**src/rtl/beat_sequencer.sv**
```systemverilog
// beat_sequencer
//   16-step note sequencer driven by the slowCLK beat clock from BPM_prescaler.
//   slowCLK is treated as data: it is synchronised and edge-detected on CLK.
//   Each detected beat plays one pattern step. An enabled step raises TRIG for
//   one cycle, updates NOTE and (re)loads the gate counter.
//
// Optional feature macro: BEAT_SEQ_SWING_EN
//   When defined, an extra SWING input delays odd-numbered steps by SWING CLK
//   cycles after their beat. When undefined there is no SWING port and every
//   step plays on its own beat.
//
// Ports
//   CLK       system clock (only clock)
//   RST_N     asynchronous active-low reset
//   slowCLK   beat clock, sampled on CLK
//   PLAY      start request (level)
//   STOP      stop request (level, wins over PLAY)
//   WR_EN     pattern write strobe
//   WR_ADDR   step to write
//   WR_DATA   {enable, note}
//   GATE_LEN  gate high time in CLK cycles
//   SWING     (BEAT_SEQ_SWING_EN only) odd-step delay in CLK cycles
//   STEP      index of the step most recently played
//   NOTE      note of the last enabled step played
//   TRIG      one-cycle pulse when an enabled step plays
//   GATE      note gate level
//   RUNNING   high while ARMED or RUN
//   BAR_TICK  one-cycle pulse when STEP wraps to 0 in RUN
//
// state | meaning
// ------+--------------------------------------------------------------
// IDLE  | stopped; beats ignored, waiting for PLAY
// ARMED | started; next beat plays step 0
// RUN   | each beat advances to the next step (wrapping at STEPS-1)

module beat_sequencer #(
  parameter int STEPS  = 16,
  parameter int STEP_W = 4,
  parameter int NOTE_W = 8,
  parameter int GATE_W = 16
) (
  input  logic              CLK,
  input  logic              RST_N,
  input  logic              slowCLK,
  input  logic              PLAY,
  input  logic              STOP,
  input  logic              WR_EN,
  input  logic [STEP_W-1:0] WR_ADDR,
  input  logic [NOTE_W:0]   WR_DATA,
  input  logic [GATE_W-1:0] GATE_LEN,
`ifdef BEAT_SEQ_SWING_EN
  input  logic [GATE_W-1:0] SWING,
`endif
  output logic [STEP_W-1:0] STEP,
  output logic [NOTE_W-1:0] NOTE,
  output logic              TRIG,
  output logic              GATE,
  output logic              RUNNING,
  output logic              BAR_TICK
);

  typedef enum logic [1:0] {ST_IDLE, ST_ARMED, ST_RUN} state_t;

  state_t              state_q, state_d;
  logic                s0_q, s1_q;
  logic [STEP_W-1:0]   step_q, step_d;
  logic [NOTE_W-1:0]   note_q, note_d;
  logic                trig_q, trig_d;
  logic                gate_q, gate_d;
  logic                bar_q, bar_d;
  logic                run_q, run_d;
  logic [GATE_W-1:0]   gcnt_q, gcnt_d;
  logic [NOTE_W:0]     pat_q [STEPS];
  logic [NOTE_W:0]     pat_d [STEPS];

`ifdef BEAT_SEQ_SWING_EN
  logic                pend_q, pend_d;
  logic [STEP_W-1:0]   pidx_q, pidx_d;
  logic [GATE_W-1:0]   scnt_q, scnt_d;
  logic                defer_q, defer_d;
  logic                evt;
  logic                fire;
`endif

  logic                tick;
  logic                play;
  logic                play_wrap;
  logic [STEP_W-1:0]   play_idx;
  logic [STEP_W-1:0]   next_idx;
  logic [NOTE_W:0]     entry;

  always_comb begin
    tick      = s0_q & ~s1_q;
    next_idx  = step_q + STEP_W'(1);

    state_d   = state_q;
    step_d    = step_q;
    note_d    = note_q;
    trig_d    = 1'b0;
    bar_d     = 1'b0;
    gcnt_d    = (gcnt_q != '0) ? gcnt_q - GATE_W'(1) : gcnt_q;
    play      = 1'b0;
    play_wrap = 1'b0;
    play_idx  = '0;
    entry     = '0;

    // Play reads pat_q, so a write to the same step this cycle lands after the read.
    pat_d = pat_q;
    if (WR_EN) pat_d[WR_ADDR] = WR_DATA;

`ifdef BEAT_SEQ_SWING_EN
    pend_d  = pend_q;
    pidx_d  = pidx_q;
    scnt_d  = scnt_q;
    defer_d = 1'b0;
    evt     = tick | defer_q;
    // A pending step is flushed early if the next beat shows up; that beat is
    // then replayed one cycle later through defer_q.
    fire    = pend_q & ((scnt_q == GATE_W'(1)) | evt);

    case (state_q)
      ST_IDLE: begin
        if (PLAY) state_d = ST_ARMED;
      end
      ST_ARMED: begin
        if (evt) begin
          play    = 1'b1;
          state_d = ST_RUN;
        end
      end
      ST_RUN: begin
        if (fire) begin
          play     = 1'b1;
          play_idx = pidx_q;
          pend_d   = 1'b0;
          defer_d  = evt;
        end else if (pend_q) begin
          scnt_d = scnt_q - GATE_W'(1);
        end else if (evt) begin
          if (next_idx[0] && (SWING != '0)) begin
            pend_d = 1'b1;
            pidx_d = next_idx;
            scnt_d = SWING;
          end else begin
            play      = 1'b1;
            play_idx  = next_idx;
            play_wrap = (step_q == STEP_W'(STEPS - 1));
          end
        end
      end
      default: state_d = ST_IDLE;
    endcase
`else
    case (state_q)
      ST_IDLE: begin
        if (PLAY) state_d = ST_ARMED;
      end
      ST_ARMED: begin
        if (tick) begin
          play    = 1'b1;
          state_d = ST_RUN;
        end
      end
      ST_RUN: begin
        if (tick) begin
          play      = 1'b1;
          play_idx  = next_idx;
          play_wrap = (step_q == STEP_W'(STEPS - 1));
        end
      end
      default: state_d = ST_IDLE;
    endcase
`endif

    if (play) begin
      entry  = pat_q[play_idx];
      step_d = play_idx;
      bar_d  = play_wrap;
      if (entry[NOTE_W]) begin
        trig_d = 1'b1;
        note_d = entry[NOTE_W-1:0];
        gcnt_d = GATE_LEN;
      end
    end

    if (STOP) begin
      state_d = ST_IDLE;
      step_d  = '0;
      note_d  = note_q;
      gcnt_d  = '0;
      trig_d  = 1'b0;
      bar_d   = 1'b0;
`ifdef BEAT_SEQ_SWING_EN
      pend_d  = 1'b0;
      defer_d = 1'b0;
`endif
    end

    gate_d = (gcnt_d != '0);
    run_d  = (state_d != ST_IDLE);
  end

  always_ff @(posedge CLK or negedge RST_N) begin
    if (!RST_N) begin
      state_q <= ST_IDLE;
      s0_q    <= 1'b0;
      s1_q    <= 1'b0;
      step_q  <= '0;
      note_q  <= '0;
      trig_q  <= 1'b0;
      gate_q  <= 1'b0;
      bar_q   <= 1'b0;
      run_q   <= 1'b0;
      gcnt_q  <= '0;
      pat_q   <= '{default: '0};
`ifdef BEAT_SEQ_SWING_EN
      pend_q  <= 1'b0;
      pidx_q  <= '0;
      scnt_q  <= '0;
      defer_q <= 1'b0;
`endif
    end else begin
      state_q <= state_d;
      s0_q    <= slowCLK;
      s1_q    <= s0_q;
      step_q  <= step_d;
      note_q  <= note_d;
      trig_q  <= trig_d;
      gate_q  <= gate_d;
      bar_q   <= bar_d;
      run_q   <= run_d;
      gcnt_q  <= gcnt_d;
      pat_q   <= pat_d;
`ifdef BEAT_SEQ_SWING_EN
      pend_q  <= pend_d;
      pidx_q  <= pidx_d;
      scnt_q  <= scnt_d;
      defer_q <= defer_d;
`endif
    end
  end

  assign STEP     = step_q;
  assign NOTE     = note_q;
  assign TRIG     = trig_q;
  assign GATE     = gate_q;
  assign RUNNING  = run_q;
  assign BAR_TICK = bar_q;

endmodule

```
**config.mk**
```make
export PLATFORM = sky130hd
export DESIGN_NAME = beat_sequencer
export DESIGN_NICKNAME = d
export VERILOG_FILES = /design/src/rtl/beat_sequencer.sv
export SDC_FILE = /design/constraint.sdc
export NUM_CORES = 1
export LEC_CHECK = 0
export CAP_MARGIN = 30
export CORE_ASPECT_RATIO = 1.75
export CORE_MARGIN = 3
export CORE_UTILIZATION = 30
export DETAILED_ROUTE_END_ITERATION = 12
export DONT_BUFFER_PORTS = 1
export GPL_TIMING_DRIVEN = 0
export SYNTH_ARGS = -nofsm -noshare
export SYNTH_HDL_FRONTEND = slang
export SYNTH_SLANG_ARGS = --single-unit
export TNS_END_PERCENT = 20
```
**constraint.sdc**
```tcl
create_clock -name CLK -period 2.8 [get_ports CLK]
set_input_delay 0.28 -clock CLK [delete_from_list [all_inputs] [get_ports CLK]]
set_output_delay 0.28 -clock CLK [all_outputs]
set_load 0.01 [all_outputs]
```
==> results.md, run 1 <==
| Quantity | This run |
|:---|:---|
| Outcome | finished with violations |
| Violations in the final reports | hold timing, setup timing |
| Overall Power | 8.325 mW |
| Worst hold-check slack | -458.7 ps |
| Largest net degree at the start of global routing | 181 |
| CTS H-tree depth | 4 |
| Total grt overflow | 0 |
| Net count after synthesis | 860 |
| Launching point of the worst reg2reg path | state_q[0] |
| Area used by sequential logic in the layout | 4512 sq um |
| Count of buffers from port buffering | 0 |
| Final non-filler cell total | 1276 |
| Detailed Routing Iterations Pass 1 | 6 |
| Mapped Avg Cell Area | 10.80 sq um |
| Maximum number of buffers from clock root to sink | 2 |
| Share of cells above drive strength 1 | 0.3426 |
| Remaining number of nets flagged by the antenna check after routing | 0 |
| Layout-stage area growth over the synthesis result | 21.30% |
| Final Net Count | 925 |
| Via count of the routed design | 6815 |
| Final Slew Violations | 0 |
| Post-cts hold buffer count | 11 |
| Leak pwr | 4.511 nW |
| Detailed-route wire length per cell | 21.35 microns |
| Most frequent cells in the layout | 174 x sky130_fd_sc_hd__dfrtp_1, 144 x sky130_fd_sc_hd__mux2_2, 137 x sky130_fd_sc_hd__nand2_1, 70 x sky130_fd_sc_hd__nand3_1, 34 x sky130_fd_sc_hd__buf_4 |
| Via/cell ratio | 5.341 |
| Grt met1 use | 0.1723 |
| Max-cap violation count | 0 |
| Count of standard-cell rows | 82 |
| Worst endpoint data arrival time | 3090 ps |
| Final RePlAce weighted congestion | 0.8956 |
| Critical Path RT | 3080 ps |
| R2r worst-path depth | 13 |
| Met2 Track Usage GR | 0.3300 |
| Die Span Y | 233.1 microns |
| Clock latency of the later-clocked register in the worst-skew pair | 440 ps |
| Portion of the post-synthesis area used by sequential elements | 0.5096 |
| Power density cells | 776.4 nW/um^2 |
| Type of the worst setup path | reg2reg |
| Initial standard-cell utilization of the core | 0.3066 |
| Drt initial violations | 398 |
| Total die area | 31640 sq um |
| Clock buffers created by TritonCTS | 17 |
| Unrepaired setup endpoints after global routing | true |
| # clock sinks | 180 |
| Area used by multi-input combinational logic | 4434 sq um |
| Root cell of the clock tree | sky130_fd_sc_hd__clkbuf_16 |
| Number of antenna violations at the first check in global routing | 1 |
| Highest net fanout along the worst path | 10 |
| Most common cell after layout, fill and taps aside | sky130_fd_sc_hd__dfrtp_1 |
| Grt peak-use layer | met2 |
| Max-slew headroom | 0.3138 |
| Cells after synthesis | 818 |
| Met3 Use GR | 0.03297 |
| Reg2reg end | gcnt_q[8] |
| Max rail drop VDD | 481.5 uV |
| Final Core Density | 0.3719 |
| Predominant post-synthesis flop cell | sky130_fd_sc_hd__dfrtp_1 |
| Post-Place Cells | 1200 |
| Fmax | 0.3560 GHz |
| Final number of setup-violating endpoints | 3 |
| Clock transition at the registers of the reported paths | 70 ps |
| Combined area of all synthesized cells | 8838 sq um |
| Fill cell count | 2777 |
| Routed wire length | 27250 microns |
| Drc violations | 0 |
| Crit path setup slack, layout | -9.232 ps |
| Final count of hold timing violations | 180 |
| Count of boundary I/O pins | 51 |
| Placeable core region | 28830 sq um |
| Global-route wire length before repair | 41720 microns |
| Launching element type of the critical path | register |
| Pin slew with the least headroom to its limit | 1026 ps |
| Async set-reset flop share out of synthesis | 1.000 |
| Setup slack, reg-to-reg | -9 ps |
| Flip-flop and latch count after synthesis | 180 |
| CTS tree | built |
| Post-synthesis cell type count | 61 |
| Synthesis warning total | 0 |
| Die outline width | 135.8 microns |
| Hpwl dp | 18420 microns |
| Pre-CTS worst setup slack | -1019 ps |
| Number of enable flip-flop cells after synthesis | 0 |
| Crit share post-route | 1.003 |
| Type of the tightest min-delay check | in2async |
| Via count of the first global-routing pass | 7172 |
| Worst clock skew on the final layout | 11.87 ps |
| Final min period | 2809 ps |
| Critical Path Sink Type | register |
| Total routing resource utilization after global routing | 0.1753 |
sequential cells by signal, summed over array words and instances, names as in the netlist:
name and count:
RUNNING 1, NOTE 8, gcnt_q 16, pat_q 144, STEP 4, s1_q 1, state_q 2, s0_q 1
GATE 1, TRIG 1, BAR_TICK 1
area by class of cell:
| type | instances | share of cell area |
|---|---|---|
| Antenna cell | 2 | 0.0004668 |
| Timing Repair Buffer | 47 | 0.03804 |
| Buffer | 53 | 0.02812 |
| Tap cell | 378 | 0.04411 |
| Multi-Input combinational cell | 575 | 0.4136 |
| Inverter | 9 | 0.003384 |
| Clock inverter | 12 | 0.009803 |
| Sequential cell | 180 | 0.4208 |
| Clock buffer | 20 | 0.04166 |
cell usage after synthesis (all sizes together), types with 2 or more instances:
cell type | number | share of area
o22ai | 4 | 0.0028
a2111oi | 2 | 0.0020
or2 | 4 | 0.0028
nand4b | 2 | 0.0027
o32ai | 3 | 0.0030
nand2b | 3 | 0.0021
nand4 | 2 | 0.0014
xor2 | 4 | 0.0040
a21oi | 13 | 0.0074
dfrtp | 180 | 0.51
a311oi | 20 | 0.022
nand3 | 72 | 0.041
o31ai | 2 | 0.0017
nand2 | 138 | 0.059
nor3b | 4 | 0.0034
nor2 | 40 | 0.018
nand3b | 7 | 0.0059
clkbuf | 41 | 0.018
or4b | 2 | 0.0023
and3 | 9 | 0.0064
mux2 | 154 | 0.20
a31oi | 10 | 0.0071
nor3 | 14 | 0.0079
nor2b | 5 | 0.0035
ha | 7 | 0.0099
xnor2 | 6 | 0.0059
buf | 13 | 0.0075
a211oi | 14 | 0.012
or4 | 4 | 0.0038
nor4 | 8 | 0.0071
inv | 9 | 0.0038
mux2i | 3 | 0.0034
or3 | 4 | 0.0028
metal layers:
layer | vias to the layer above | wire, microns
li1 | 3060 | -
met1 | 3464 | 9415
met2 | 215 | 14680
met3 | 76 | 1286
met4 | 0 | 1870
met5 | - | 0
logic make-up after synthesis:
kind of cell,share of synthesized area
buffers and inverters,0.02888
muxes,0.1996
xor gates and xnor gates,0.009909
AOI/OAI and AO/OA,0.06597
and+or+nand+nor,0.1761
adders and majority gates,0.009909
DFF,0.5096
worst max path at each step:
stage                    start        end  slack [ps]  depth (start not counted)
floorplan              STEP[0]       GATE          40                          8
global placement    state_q[0]    NOTE[3]        -980                         11
detailed placement  state_q[0]    NOTE[3]       -1020                         11
CTS                 state_q[0]    NOTE[6]         -20                         12
global route        state_q[0]       GATE        -120                         10
finish              state_q[0]  gcnt_q[8]          -9                         13
stage by stage:
step	area (sq um)	setup TNS, ps
after global placement	9311	-13890
after CTS	10560	-65.69
after floorplan	8838	0
final	10720	-11.60
after detailed placement	9353	-13400
after global routing	10720	-1628
critical path, cell delays in order, from the launching register on:
cell and delay (ps):
sky130_fd_sc_hd__dfrtp_1 400, sky130_fd_sc_hd__inv_2 90, sky130_fd_sc_hd__ha_4 130, sky130_fd_sc_hd__buf_6 130, sky130_fd_sc_hd__nand3b_1 180, sky130_fd_sc_hd__buf_4 200
sky130_fd_sc_hd__or2_4 240, sky130_fd_sc_hd__o32ai_2 210, sky130_fd_sc_hd__o32a_1 300, sky130_fd_sc_hd__nand3_4 140, sky130_fd_sc_hd__buf_6 190, sky130_fd_sc_hd__clkbuf_4 200
sky130_fd_sc_hd__nor2_1 160, sky130_fd_sc_hd__a211oi_1 80
power by group:
group / total (mW) / internal, mW / switching [mW]
sequential: 3.58 / 3.20 / 0.379
combinational: 2.45 / 1.24 / 1.21
clock: 2.29 / 1.25 / 1.04
repair_timing:
action                                  CTS  global route
resized for setup                        85            37
setup buffers                            27             4
endpoints found under the setup margin   26            25
endpoints found under the hold margin   236           180
pin swaps                                20             8
gates cloned                              0             0
No activity file was read; power rests on OpenSTA's default activity.
==> inputs of run 2 (changes only) <==
Settings changed: SKIP_LAST_GASP from default to 1.
==> run 2 against run 1 <==
Sequential power about the same. Die area unchanged. Critical path type unchanged. Final cell count unchanged. Highest routed layer unchanged. Register-to-register slack got worse by 40 ps. The flow still finishes with violations (hold timing, setup timing).
==> results.md, run 2 (same netlist as run 1, synthesis figures left out) <==
| Quantity | This run |
|:---|:---|
| Area used by sequential logic in the layout | 4512 sq um |
| Initial standard-cell utilization of the core | 0.3066 |
| Final RePlAce weighted congestion | 0.8956 |
| Total grt overflow | 0 |
| Most common cell after layout, fill and taps aside | sky130_fd_sc_hd__dfrtp_1 |
| Cell internal pwr | 5.674 mW |
| Flip-flop count of the largest register after layout | 144 |
| Register with the highest flop count | pat_q |
| Power density cells | 777.1 nW/um^2 |
| Routed wire length | 27300 microns |
| Max-slew headroom | 0.3138 |
| Switching share of total power | 0.3157 |
| Final Slew Violations | 0 |
| Root cell of the clock tree | sky130_fd_sc_hd__clkbuf_16 |
| Worst hold-check slack | -458.5 ps |
| Gate power share | 0.292 |
| Via count of the first global-routing pass | 7174 |
| Placeable core region | 28830 sq um |
| Critical Path RT | 3120 ps |
| Count of boundary I/O pins | 51 |
| CTS tree | built |
| Detailed Routing Iterations Pass 1 | 5 |
| Launching element type of the critical path | register |
| Die outline width | 135.8 microns |
| Final non-filler cell total | 1276 |
| Crit share post-route | 1.018 |
| Drc violations | 0 |
| Via/cell ratio | 5.371 |
| Leak pwr | 4.496 nW |
| Type of the worst setup path | reg2reg |
| Share of cells above drive strength 1 | 0.3304 |
| CTS H-tree depth | 4 |
| Highest net fanout along the worst path | 7 |
| Power spent charging and discharging nets | 2.618 mW |
| Critical Path Sink Type | register |
| Sequential power share | 0.432 |
| Via count of the routed design | 6853 |
| Total die area | 31640 sq um |
| Worst endpoint data arrival time | 3170 ps |
| Capture point of the critical path | NOTE[1] |
| Fill cell count | 2792 |
| Max-cap violation count | 0 |
| Final Net Count | 925 |
| Detailed-route wire length per cell | 21.39 microns |
| Violations in the final reports | hold timing, setup timing |
| Setup slack, reg-to-reg | -50 ps |
| Crit path setup slack, layout | -50.70 ps |
| Pin slew with the least headroom to its limit | 1026 ps |
| Drt initial violations | 445 |
| Area used by multi-input combinational logic | 4390 sq um |
| Final count of hold timing violations | 180 |
| Power share of the clock group | 0.276 |
| Count of standard-cell rows | 82 |
| Overall Power | 8.292 mW |
| Beginning of the critical path | state_q[0] |
| Launching point of the worst reg2reg path | state_q[0] |
| Maximum number of buffers from clock root to sink | 2 |
| Post-cts hold buffer count | 11 |
| Unrepaired setup endpoints after global routing | true |
| Fmax | 0.3508 GHz |
| Clock buffers created by TritonCTS | 17 |
| Number of antenna violations at the first check in global routing | 1 |
| Hpwl dp | 18420 microns |
| Final min period | 2851 ps |
| Count of buffers from port buffering | 0 |
| Global-route wire length before repair | 41700 microns |
| Type of the tightest min-delay check | in2async |
| Pre-CTS worst setup slack | -1019 ps |
| Total routing resource utilization after global routing | 0.1752 |
| Largest net degree at the start of global routing | 181 |
| # clock sinks | 180 |
| Max rail drop VDD | 483.0 uV |
| Reg2reg end | NOTE[1] |
| Clock transition at the registers of the reported paths | 70 ps |
| Die Span Y | 233.1 microns |
| Clock latency of the later-clocked register in the worst-skew pair | 440 ps |
| Outcome | finished with violations |
| Worst clock skew on the final layout | 11.43 ps |
| Remaining number of nets flagged by the antenna check after routing | 0 |
| R2r worst-path depth | 12 |
| Layout-stage area growth over the synthesis result | 20.72% |
| Final number of setup-violating endpoints | 12 |
| Most frequent cells in the layout | 174 x sky130_fd_sc_hd__dfrtp_1, 144 x sky130_fd_sc_hd__mux2_2, 137 x sky130_fd_sc_hd__nand2_1, 70 x sky130_fd_sc_hd__nand3_1, 34 x sky130_fd_sc_hd__nor2_1 |
| Post-Place Cells | 1200 |
## run 2: cell count changes in the layout (fill, tap and decap cells not counted), moves of 2 or more
cell,previous run,this run
sky130_fd_sc_hd__a211oi_1,9,12
sky130_fd_sc_hd__a311oi_2,8,6
sky130_fd_sc_hd__clkbuf_1,28,30
sky130_fd_sc_hd__clkbuf_2,6,4
sky130_fd_sc_hd__mux2_1,2,5
sky130_fd_sc_hd__mux2_4,8,5
sky130_fd_sc_hd__a211oi_2,5,2
sky130_fd_sc_hd__a311oi_1,9,11
sky130_fd_sc_hd__buf_2,6,8
## run 2: repair_timing
action / 4_1_cts / 5_1_grt
setup endpoints to repair: 26 / 25
resized for setup: 84 / 22
buffers inserted: 27 / 4
hold endpoints to repair: 236 / 180
pin swaps: 20 / 9
## run 2: worst min-delay path by stage
stage,endpoint,cells past startpoint,startpoint
floorplan,BAR_TICK,0,RST_N
global placement,NOTE[4],0,RST_N
detailed placement,NOTE[4],0,RST_N
CTS,NOTE[2],0,RST_N
global route,NOTE[4],0,RST_N
finish,pat_q[1],0,RST_N
## run 2: critical path, cell delays in order, from the launching register on
cell                       delay (ps)
sky130_fd_sc_hd__dfrtp_1          400
sky130_fd_sc_hd__inv_2             90
sky130_fd_sc_hd__ha_4             130
sky130_fd_sc_hd__buf_6            130
sky130_fd_sc_hd__nand3b_1         180
sky130_fd_sc_hd__buf_4            200
sky130_fd_sc_hd__or2_4            240
sky130_fd_sc_hd__o32ai_2          260
sky130_fd_sc_hd__o32a_1           300
sky130_fd_sc_hd__nand3_4          130
sky130_fd_sc_hd__nor2_4           160
sky130_fd_sc_hd__buf_12           150
sky130_fd_sc_hd__mux2_1           330
## run 2: layout make-up
cell class | count | area share
clock inverter | 12 | 0.009850
clock buffer | 20 | 0.04186
timing repair buffer | 47 | 0.03823
tap | 378 | 0.04432
buffer | 53 | 0.02756
antenna | 2 | 0.0004690
sequential | 180 | 0.4228
multi-input combinational | 575 | 0.4115
inverter | 9 | 0.003401
## run 2: routing by layer
| metal | vias up | part of all wire | wire length, microns | global-route usage |
|---|---|---|---|---|
| li1 | 3069 | - | - | - |
| met1 | 3497 | 0.35 | 9517 | 0.1723 |
| met2 | 203 | 0.54 | 14730 | 0.3306 |
| met3 | 84 | 0.043 | 1172 | 0.03254 |
| met4 | 0 | 0.069 | 1875 | 0.1100 |
| met5 | - | 0 | 0 | 0 |
## run 2: power by group through the flow
| stage | combinational, mW | clock [mW] | sequential [mW] |
|---|---|---|---|
| floorplan | 1.52 | 0 | 3.51 |
| global placement | 1.87 | 0 | 3.59 |
| detailed placement | 1.91 | 0 | 3.62 |
| CTS | 2.31 | 2.33 | 3.57 |
| global route | 2.60 | 2.43 | 3.66 |
| finish | 2.42 | 2.29 | 3.58 |
## run 2: metrics by stage
step,cell area [sq um],setup TNS [ps],util
3_3_place_gp,9311,-13890,0.3230
5_1_grt,10670,-2445,0.3701
6_report,10670,-186.1,0.3701
4_1_cts,10550,-67.25,0.3659
2_1_floorplan,8838,0,-
3_5_place_dp,9353,-13400,0.3244
